===== src/rtl/if_fetch_unit.sv =====
// Instruction-fetch stage: owns the fetch PC, keeps at most one imem request
// outstanding, and feeds the IF/ID register with bypass, skid buffer and redirect kill.
module if_fetch_unit #(
  parameter logic [31:0] RESET_PC  = 32'h0000_3000,
  parameter logic [31:0] NOP_INSTR = 32'h0000_0000
) (
  input  logic        clk,
  input  logic        rst_n,
  input  logic        stall_D,
  input  logic        redirect,
  input  logic [31:0] redirect_pc,
  output logic        imem_req,
  output logic [31:0] imem_addr,
  input  logic        imem_ack,
  input  logic [31:0] imem_rdata,
  output logic [31:0] instruction_F,
  output logic [31:0] PC,
  output logic        IF_ID_wr,
  output logic        IF_ID_flush
);

  typedef enum logic [1:0] {
    S_IDLE = 2'd0,
    S_WAIT = 2'd1,
    S_FULL = 2'd2,
    S_DROP = 2'd3
  } state_e;

  state_e      state_q, state_d;
  logic [31:0] fetch_pc_q, fetch_pc_d;
  logic [31:0] req_addr_q, req_addr_d;
  logic [31:0] buf_instr_q, buf_instr_d;
  logic [31:0] buf_pc_q, buf_pc_d;

  logic [31:0] redirect_tgt;
  logic [31:0] fetch_pc_inc;
  logic        bypass;
  logic        full_deliver;

  assign redirect_tgt = {redirect_pc[31:2], 2'b00};
  assign fetch_pc_inc = fetch_pc_q + 32'd4;

  always_comb begin
    state_d     = state_q;
    fetch_pc_d  = fetch_pc_q;
    req_addr_d  = req_addr_q;
    buf_instr_d = buf_instr_q;
    buf_pc_d    = buf_pc_q;
    case (state_q)
      S_IDLE: begin
        state_d    = S_WAIT;
        req_addr_d = fetch_pc_q;
        if (redirect) begin
          fetch_pc_d = redirect_tgt;
          req_addr_d = redirect_tgt;
        end
      end
      S_WAIT: begin
        if (redirect) begin
          fetch_pc_d = redirect_tgt;
          // Without an ack the killed request stays on the bus until it completes.
          if (imem_ack) begin
            req_addr_d = redirect_tgt;
          end else begin
            state_d = S_DROP;
          end
        end else if (imem_ack) begin
          fetch_pc_d = fetch_pc_inc;
          if (!stall_D) begin
            req_addr_d = fetch_pc_inc;
          end else begin
            buf_instr_d = imem_rdata;
            buf_pc_d    = fetch_pc_inc;
            state_d     = S_FULL;
          end
        end
      end
      S_FULL: begin
        if (redirect) begin
          fetch_pc_d = redirect_tgt;
          req_addr_d = redirect_tgt;
          state_d    = S_WAIT;
        end else if (!stall_D) begin
          req_addr_d = fetch_pc_q;
          state_d    = S_WAIT;
        end
      end
      S_DROP: begin
        if (redirect) begin
          fetch_pc_d = redirect_tgt;
        end
        if (imem_ack) begin
          req_addr_d = redirect ? redirect_tgt : fetch_pc_q;
          state_d    = S_WAIT;
        end
      end
      default: begin
        state_d = S_IDLE;
      end
    endcase
  end

  always_ff @(posedge clk) begin
    if (!rst_n) begin
      state_q     <= S_IDLE;
      fetch_pc_q  <= RESET_PC;
      req_addr_q  <= RESET_PC;
      buf_instr_q <= NOP_INSTR;
      buf_pc_q    <= RESET_PC + 32'd4;
    end else begin
      state_q     <= state_d;
      fetch_pc_q  <= fetch_pc_d;
      req_addr_q  <= req_addr_d;
      buf_instr_q <= buf_instr_d;
      buf_pc_q    <= buf_pc_d;
    end
  end

  // Response goes straight to IF/ID when ID can take it; otherwise it lands in the buffer.
  assign bypass       = (state_q == S_WAIT) && imem_ack && !redirect && !stall_D;
  assign full_deliver = (state_q == S_FULL) && !redirect && !stall_D;

  always_comb begin
    imem_req      = (state_q == S_WAIT) || (state_q == S_DROP);
    imem_addr     = req_addr_q;
    IF_ID_wr      = bypass || full_deliver;
    IF_ID_flush   = redirect || (!(bypass || full_deliver) && !stall_D);
    instruction_F = NOP_INSTR;
    PC            = fetch_pc_inc;
    if (bypass) begin
      instruction_F = imem_rdata;
    end else if (state_q == S_FULL) begin
      instruction_F = buf_instr_q;
      PC            = buf_pc_q;
    end
  end

endmodule


===== config.mk =====
export PLATFORM = sky130hd
export DESIGN_NAME = if_fetch_unit
export DESIGN_NICKNAME = d
export VERILOG_FILES = /design/src/rtl/if_fetch_unit.sv
export SDC_FILE = /design/constraint.sdc
export NUM_CORES = 1
export LEC_CHECK = 0
export ABC_CLOCK_PERIOD_IN_PS = 2900
export BUFFER_PORTS_ARGS = -buffer_cell sky130_fd_sc_hd__buf_2
export CAP_MARGIN = 15
export CORE_MARGIN = 4
export CORE_UTILIZATION = 54
export CTS_CLUSTER_SIZE = 40
export DETAILED_ROUTE_END_ITERATION = 10
export PLACE_DENSITY = 0.83
export SKIP_LAST_GASP = 1
export SLEW_MARGIN = 0
export SYNTH_ARGS = -nofsm -noshare
export SYNTH_HDL_FRONTEND = slang
export SYNTH_SLANG_ARGS = --single-unit
export TNS_END_PERCENT = 1

===== constraint.sdc =====
create_clock -name clk -period 2.9 [get_ports clk]
set_input_delay 0.435 -clock clk [delete_from_list [all_inputs] [get_ports clk]]
set_output_delay 0.435 -clock clk [all_outputs]
set_load 0.05 [all_outputs]

==> results of run 1 <==
-- registers in the layout (all words and copies together) (netlist names) --
register     count
buf_instr_q     32
buf_pc_q        32
fetch_pc_q      32
imem_addr       32
state_q          2
-- worst min-delay path by stage --
stage / startpoint / to / slack [ns] / cells past startpoint
6_report: imem_rdata[13] / buf_instr_q[13]$_SDFFE_PN0P_ / 0.25 / 3
5_1_grt: imem_rdata[14] / buf_instr_q[14]$_SDFFE_PN0P_ / 0.26 / 3
4_1_cts: imem_rdata[13] / buf_instr_q[13]$_SDFFE_PN0P_ / 0.25 / 3
3_5_place_dp: imem_addr[1]$_SDFFE_PN0P_ / imem_addr[1]$_SDFFE_PN0P_ / 0.44 / 2
3_3_place_gp: imem_addr[0]$_SDFFE_PN0P_ / imem_addr[0]$_SDFFE_PN0P_ / 0.44 / 2
2_1_floorplan: buf_pc_q[0]$_SDFFE_PN0P_ / buf_pc_q[0]$_SDFFE_PN0P_ / 0.44 / 2
-- through the flow --
| stage | cell area, sq um | hold WS (ns) | setup TNS (ns) | instances | total power [mW] |
|---|---|---|---|---|---|
| after CTS | 8330 | 0.249 | -0.450 | 1210 | 4.94 |
| after global placement | 7750 | 0.439 | 0 | 1180 | 2.92 |
| after floorplan | 6770 | 0.437 | -0.161 | 899 | 2.67 |
| after detailed placement | 7750 | 0.441 | 0 | 1180 | 2.93 |
| after global routing | 8500 | 0.259 | -2.18 | 1212 | 5.12 |
| final | 8500 | 0.252 | -0.0974 | 1212 | 4.96 |
-- cell type report --
class	count	area (sq um)
multi-input combinational	670	3890
sequential	130	2610
clock inverter	6	82.6
clock buffer	24	462
inverter	6	22.5
tap	168	210
timing repair buffer	208	1210
fill	981	3670
-- power by group through the flow --
| stage | sequential, mW | combinational [mW] | clock (mW) |
|---|---|---|---|
| finish | 1.97 | 0.964 | 2.03 |
| global route | 1.98 | 1.02 | 2.12 |
| CTS | 1.96 | 0.939 | 2.04 |
| detailed placement | 2.00 | 0.931 | 0 |
| global placement | 1.99 | 0.923 | 0 |
| floorplan | 2.08 | 0.584 | 0 |
-- logic make-up (layout without fill, tap and decap cells) --
group                    after synthesis  count (layout)  share of synthesized area (%)
buffers and inverters                 99             244                           6.32
AO/OA/AOI/OAI                        272             272                           25.0
multiplexers                           6               6                          0.906
AND/OR/NAND/NOR                      350             350                           23.8
adder cells (fa/ha/maj)                1               1                          0.185
flip-flops                           130             130                           38.5
XOR/XNOR                              41              41                           5.31
-- routing by layer --
metal / vias to the layer above / wire length [um] / part of all wire, %
met2: 342 / 10100 / 48
li1: 3462 / - / -
met4: 0 / 663 / 3.2
met5: - / 0 / 0
met3: 64 / 1620 / 7.7
met1: 3345 / 8700 / 41
-- worst min-delay path, cell delays in order --
cell and delay, ns:
buf_2 0.10, nand2_1 0.05, a21oi_1 0.05
-- what timing repair did --
action | in CTS | in global routing
buffers inserted | 0 | 2
pin swaps | 0 | 7
gates resized for setup | 8 | 41
setup endpoints to repair | 15 | 53
-- cell usage in the layout (no fill, tap or decap), types with 6 or more instances in the layout --
cell       count
clkbuf_16     17
buf_2        155
clkbuf_1       6
dfxtp_1      121
o21ai_0       53
and3_1         8
nor3_1         9
nand2_1      147
a22o_1        33
xnor2_1       24
dfxtp_2        9
a211oi_1      17
a21oi_1      104
nand4_1       20
xor2_1        15
nor4_1        10
buf_4         44
o211ai_1      10
nand2b_1       8
nand3_1       42
a31oi_1        7
o31ai_1       20
nor2_1        69
==> flow_metrics.tcl, run 1 <==
set metrics [dict create \
    met1_usage_pct 36.8 \
    r2r_setup_slack_ns 0.42 \
    seq_area_frac_synth_pct 38.5 \
    cts_tree "built" \
    antenna_cells 0 \
    grt_overflow_total 0 \
    min_path_type "primary input to flop" \
    grt_max_degree 61 \
    clk_pin_slew_worst_paths_ns 0.06 \
    slew_headroom_pct 60.1 \
    start_util_pct 55.6 \
    place.gp.congestion 0.980 \
    clk_latency_ns 0.43 \
    finalClockSkew_ns 0.00885 \
    area_growth_pct 25.6 \
    path_buf_inv 4 \
    htree_levels 4 \
    hpwl_um 14300 \
    path_depth 9 \
    ys_ff_latch 130 \
    io_buffers 165 \
    internal_power_mw 3.43 \
    die_h_um 120 \
    cts_root_buf "clkbuf_16" \
    async_flop_share_pct 0 \
    synth_top_area_share_pct 38.5 \
    track_usage_pct 28.4 \
    finalHoldViolCount 0 \
    grt-busiest-layer "met2" \
    p_comb_share_pct 19.4 \
    nets 1103 \
    cts_buffers 17 \
    r2r_cells 7 \
    antenna_left 0 \
    crit_path_end_kind "output port" \
    crit_path_start_kind "flop" \
    drc 0 \
    crit_type "flop to output port" \
    synth_ff_type "dfxtp_1" \
    antenna_found_initial 0 \
    synth_area_leaders "dfxtp_1 38%, nand2_1 8.2%, a21oi_1 8.1%, a22o_1 4.3%, o21ai_0 3.9%" \
    crit_family "buffers and inverters" \
    firstDrtPassIters 5 \
    critPathSlowestCell "dfxtp_1" \
    ys_top_cells_by_count "147 x nand2_1, 130 x dfxtp_1, 109 x a21oi_1" \
    final.period_utilization_pct 102 \
    crit_required_ns 2.47 \
    switching_share_pct 30.9 \
    rsz0062_at_grt "true" \
    p_leak_nw 3.48 \
    grt_pass1_vias 6569 \
    use_met2_pct 46.0 \
    grtUsageMet3_pct 5.89 \
    critPathMostFrequentCell "buf_4" \
    dp_slack_ns 0.271 \
    powerDensity_mw_per_mm2 584 \
    drv_slew 0 \
    power.share.sequential_pct 39.7 \
    crit_end "PC[25]" \
    worst_pin_slew_ns 0.598 \
    r2r-end "imem_addr[16]$_SDFFE_PN0P_" \
    ioPinCount 168 \
    cpPeakStageDelay_ns 0.39 \
    wl_um 21000 \
    dieArea_sq_mm 0.0144 \
    setup_viol 5 \
    die_w_um 120 \
    syn_inst 899 \
    yosys.area.top_type "dfxtp_1" \
    r2r-start "fetch_pc_q[3]$_SDFFE_PN0N_" \
    num_rows 40 \
    syn_area_per_cell_sq_um 7.53 \
    wl_per_cell_um 17.4 \
    crit_path_start "fetch_pc_q[2]$_SDFFE_PN0N_" \
    fmax_mhz 338 \
    p_clk_share_pct 40.9 \
    worstPathArrival_ns 2.53 \
    cts_hold_buffers 0 \
    cp_max_fo 10 \
    vias 7213 \
    via_per_inst 5.95 \
    yosysMostFrequentCell "nand2_1" \
    violations "setup timing" \
    drtIter0Drc 601 \
    p_sw_mw 1.53 \
    syn_area_sq_mm 0.00677 \
    final_util_pct 69.9 \
    synth_nets 969 \
    clock_path_buffers 2 \
    drive_above_1_share_pct 26.0 \
    yosysUniqueCellTypes 48 \
    crit_chain "buf_4 -> nand4_1 -> buf_4 -> nor2_1 -> buf_4 -> nand4_1 -> nor2b_2 -> a21oi_2 -> buf_4" \
    yosys_warnings 0 \
    cts_sinks 130 \
    synth_edf_count 0 \
    grt_pass1_wl_um 33000 \
    peakVddDrop_v 0.000382 \
    fin_ws_ns -0.0617 \
    drv_cap 0 \
    status "complete, but fails checks" \
    core_area_sq_mm 0.0122 \
    post-route-min-period_ns 2.96 \
]
(Power assumes the default switching activity.)
==> run 2: changes to the inputs <==
--- a/config.mk
+++ b/config.mk
@@ -7,12 +7,12 @@
 export LEC_CHECK = 0
 export ABC_CLOCK_PERIOD_IN_PS = 2900
 export BUFFER_PORTS_ARGS = -buffer_cell sky130_fd_sc_hd__buf_2
-export CAP_MARGIN = 15
+export CAP_MARGIN = 20
 export CORE_MARGIN = 4
-export CORE_UTILIZATION = 54
+export CORE_UTILIZATION = 45
 export CTS_CLUSTER_SIZE = 40
 export DETAILED_ROUTE_END_ITERATION = 10
-export PLACE_DENSITY = 0.83
+export PLACE_DENSITY = 0.71
 export SKIP_LAST_GASP = 1
 export SLEW_MARGIN = 0
 export SYNTH_ARGS = -nofsm -noshare
==> run 2 against run 1 <==
Worst setup slack improved by 0.079 ns. Final area rose by 0.74%. Utilization fell by 11 points. Sequential power barely moved. Die area rose by 19%. The flow now finishes without violations. Non-clock buffer count rose by 8. Register-to-register slack improved by 0.15 ns. Largest cell class unchanged. Total power rose by 2.0%. Clock skew fell by 0.0019 ns. Highest routed layer is now met5. Hold slack improved by 0.0028 ns. Flip-flop and latch count did not move.
==> flow_metrics.tcl, run 2 (synthesis results as in run 1) <==
set metrics [dict create \
    drv_cap 0 \
    clk_pin_slew_worst_paths_ns 0.06 \
    io_buffers 165 \
    hold_slack_ns 0.255 \
    peakVddDrop_v 0.000363 \
    post-route-min-period_ns 2.88 \
    drc 0 \
    power_mw 5.06 \
    min_path_type "primary input to flop" \
    path_buf_inv 1 \
    placedCellCount 1203 \
    cts_sinks 130 \
    powerDensity_mw_per_mm2 591 \
    dieArea_sq_mm 0.0171 \
    cts_tree "built" \
    drv_slew 0 \
    core_area_sq_mm 0.0146 \
    clock_path_buffers 2 \
    antenna_cells 0 \
    final.period_utilization_pct 99.4 \
    crit_path_end_kind "output port" \
    grt_pass1_vias 6370 \
    fillers 1348 \
    place.gp.congestion 0.918 \
    critPathSlowestCell "or4_4" \
    crit_required_ns 2.47 \
    setup_viol 0 \
    area_growth_pct 26.5 \
    antenna_left 0 \
    crit_path_start_kind "flop" \
    worstPathArrival_ns 2.45 \
    worst_pin_slew_ns 0.587 \
    drtIter0Drc 704 \
    crit_type "flop to output port" \
    num_rows 44 \
    p_leak_nw 3.52 \
    grt_pass1_wl_um 32000 \
    status "finished clean" \
    track_usage_pct 23.8 \
    crit_family "simple AND/OR/NAND/NOR gates" \
    crit_chain "nand4_1 -> or4_4 -> o31a_1 -> nor2_1 -> a21oi_1 -> buf_4" \
    finalClockSkew_ns 0.00693 \
    grt_overflow_total 0 \
    via_per_inst 5.77 \
    vias 7141 \
    dp_slack_ns 0.224 \
    ioPinCount 168 \
    die_w_um 131 \
    cp_max_fo 9 \
    hpwl_um 14600 \
    cpPeakStageDelay_ns 0.63 \
    rsz0062_at_grt "true" \
    nets 1111 \
    die_h_um 131 \
    antenna_found_initial 1 \
    finalHoldViolCount 0 \
    final_cell_area_sq_mm 0.00856 \
    drive_above_1_share_pct 26.5 \
    wl_per_cell_um 16.8 \
    wl_um 20800 \
    fmax_mhz 347 \
    htree_levels 4 \
    cts_root_buf "clkbuf_16" \
    final-instance-count-excl-fill 1237 \
    fin_ws_ns 0.0174 \
    start_util_pct 46.2 \
    grt_max_degree 90 \
    layout_common_cells "159 x buf_2, 147 x nand2_1, 124 x dfxtp_1" \
    firstDrtPassIters 6 \
    place_area_sq_mm 0.00782 \
    cts_buffers 17 \
    final_common_cell "buf_2" \
    slew_headroom_pct 60.9 \
    clk_latency_ns 0.42 \
]
run 2: what timing repair did:
item / in CTS / in global routing
resized for setup: 15 / 17
setup endpoints to repair: 14 / 51
hold buffers: 0 / 0
pin swaps: 2 / 1
buffers inserted: 2 / 1
hold endpoints to repair: 0 / 0
cloned: 0 / 0
run 2: cell type report:
class                      instances  area, sq um  share of cell area, %
timing repair buffer             216         1260                   14.7
clock inverter                     9          104                   1.21
inverter                           6         22.5                  0.263
sequential                       130         2610                   30.5
multi-input combinational        670         3850                   45.0
clock buffer                      22          484                   5.66
tap                              184          230                   2.69
run 2: worst register-to-register path, stage by stage, from the launching register on:
cell	delay (ns)
dfxtp_1	0.34
ha_2	0.23
nand3_1	0.13
or3_4	0.47
or4_1	0.53
a311oi_1	0.42
a21o_1	0.17
run 2: final timing paths:
kind	start	endpoint	slack, ns	cells after the start
min	imem_rdata[12]	buf_instr_q[12]$_SDFFE_PN0P_	0.26	3
min reg2reg	imem_addr[2]$_SDFFE_PN0P_	imem_addr[2]$_SDFFE_PN0P_	0.45	2
max reg2reg	fetch_pc_q[2]$_SDFFE_PN0N_	imem_addr[16]$_SDFFE_PN0P_	0.57	6
max	fetch_pc_q[14]$_SDFFE_PN0N_	PC[28]	0.02	6
run 2: power by group:
| part | switching (mW) | internal, mW | total, mW |
|---|---|---|---|
| clock | 0.790 | 1.35 | 2.14 |
| combinational | 0.688 | 0.280 | 0.968 |
| sequential | 0.0756 | 1.88 | 1.96 |
run 2: routing by layer:
metal,vias up,part of all wire (%),track usage [%]
li1,3481,-,-
met4,2,1.9,6.78
met3,32,6.4,5.69
met1,3365,43,31.3
met2,261,48,39.0
met5,-,0.058,0
run 2: per-stage QoR:
step | setup TNS [ns] | util, %
floorplan | -0.161 | -
global placement | 0 | 53.4
detailed placement | 0 | 53.4
CTS | -0.127 | 58.0
global route | -2.25 | 58.4
finish | 0 | 58.4
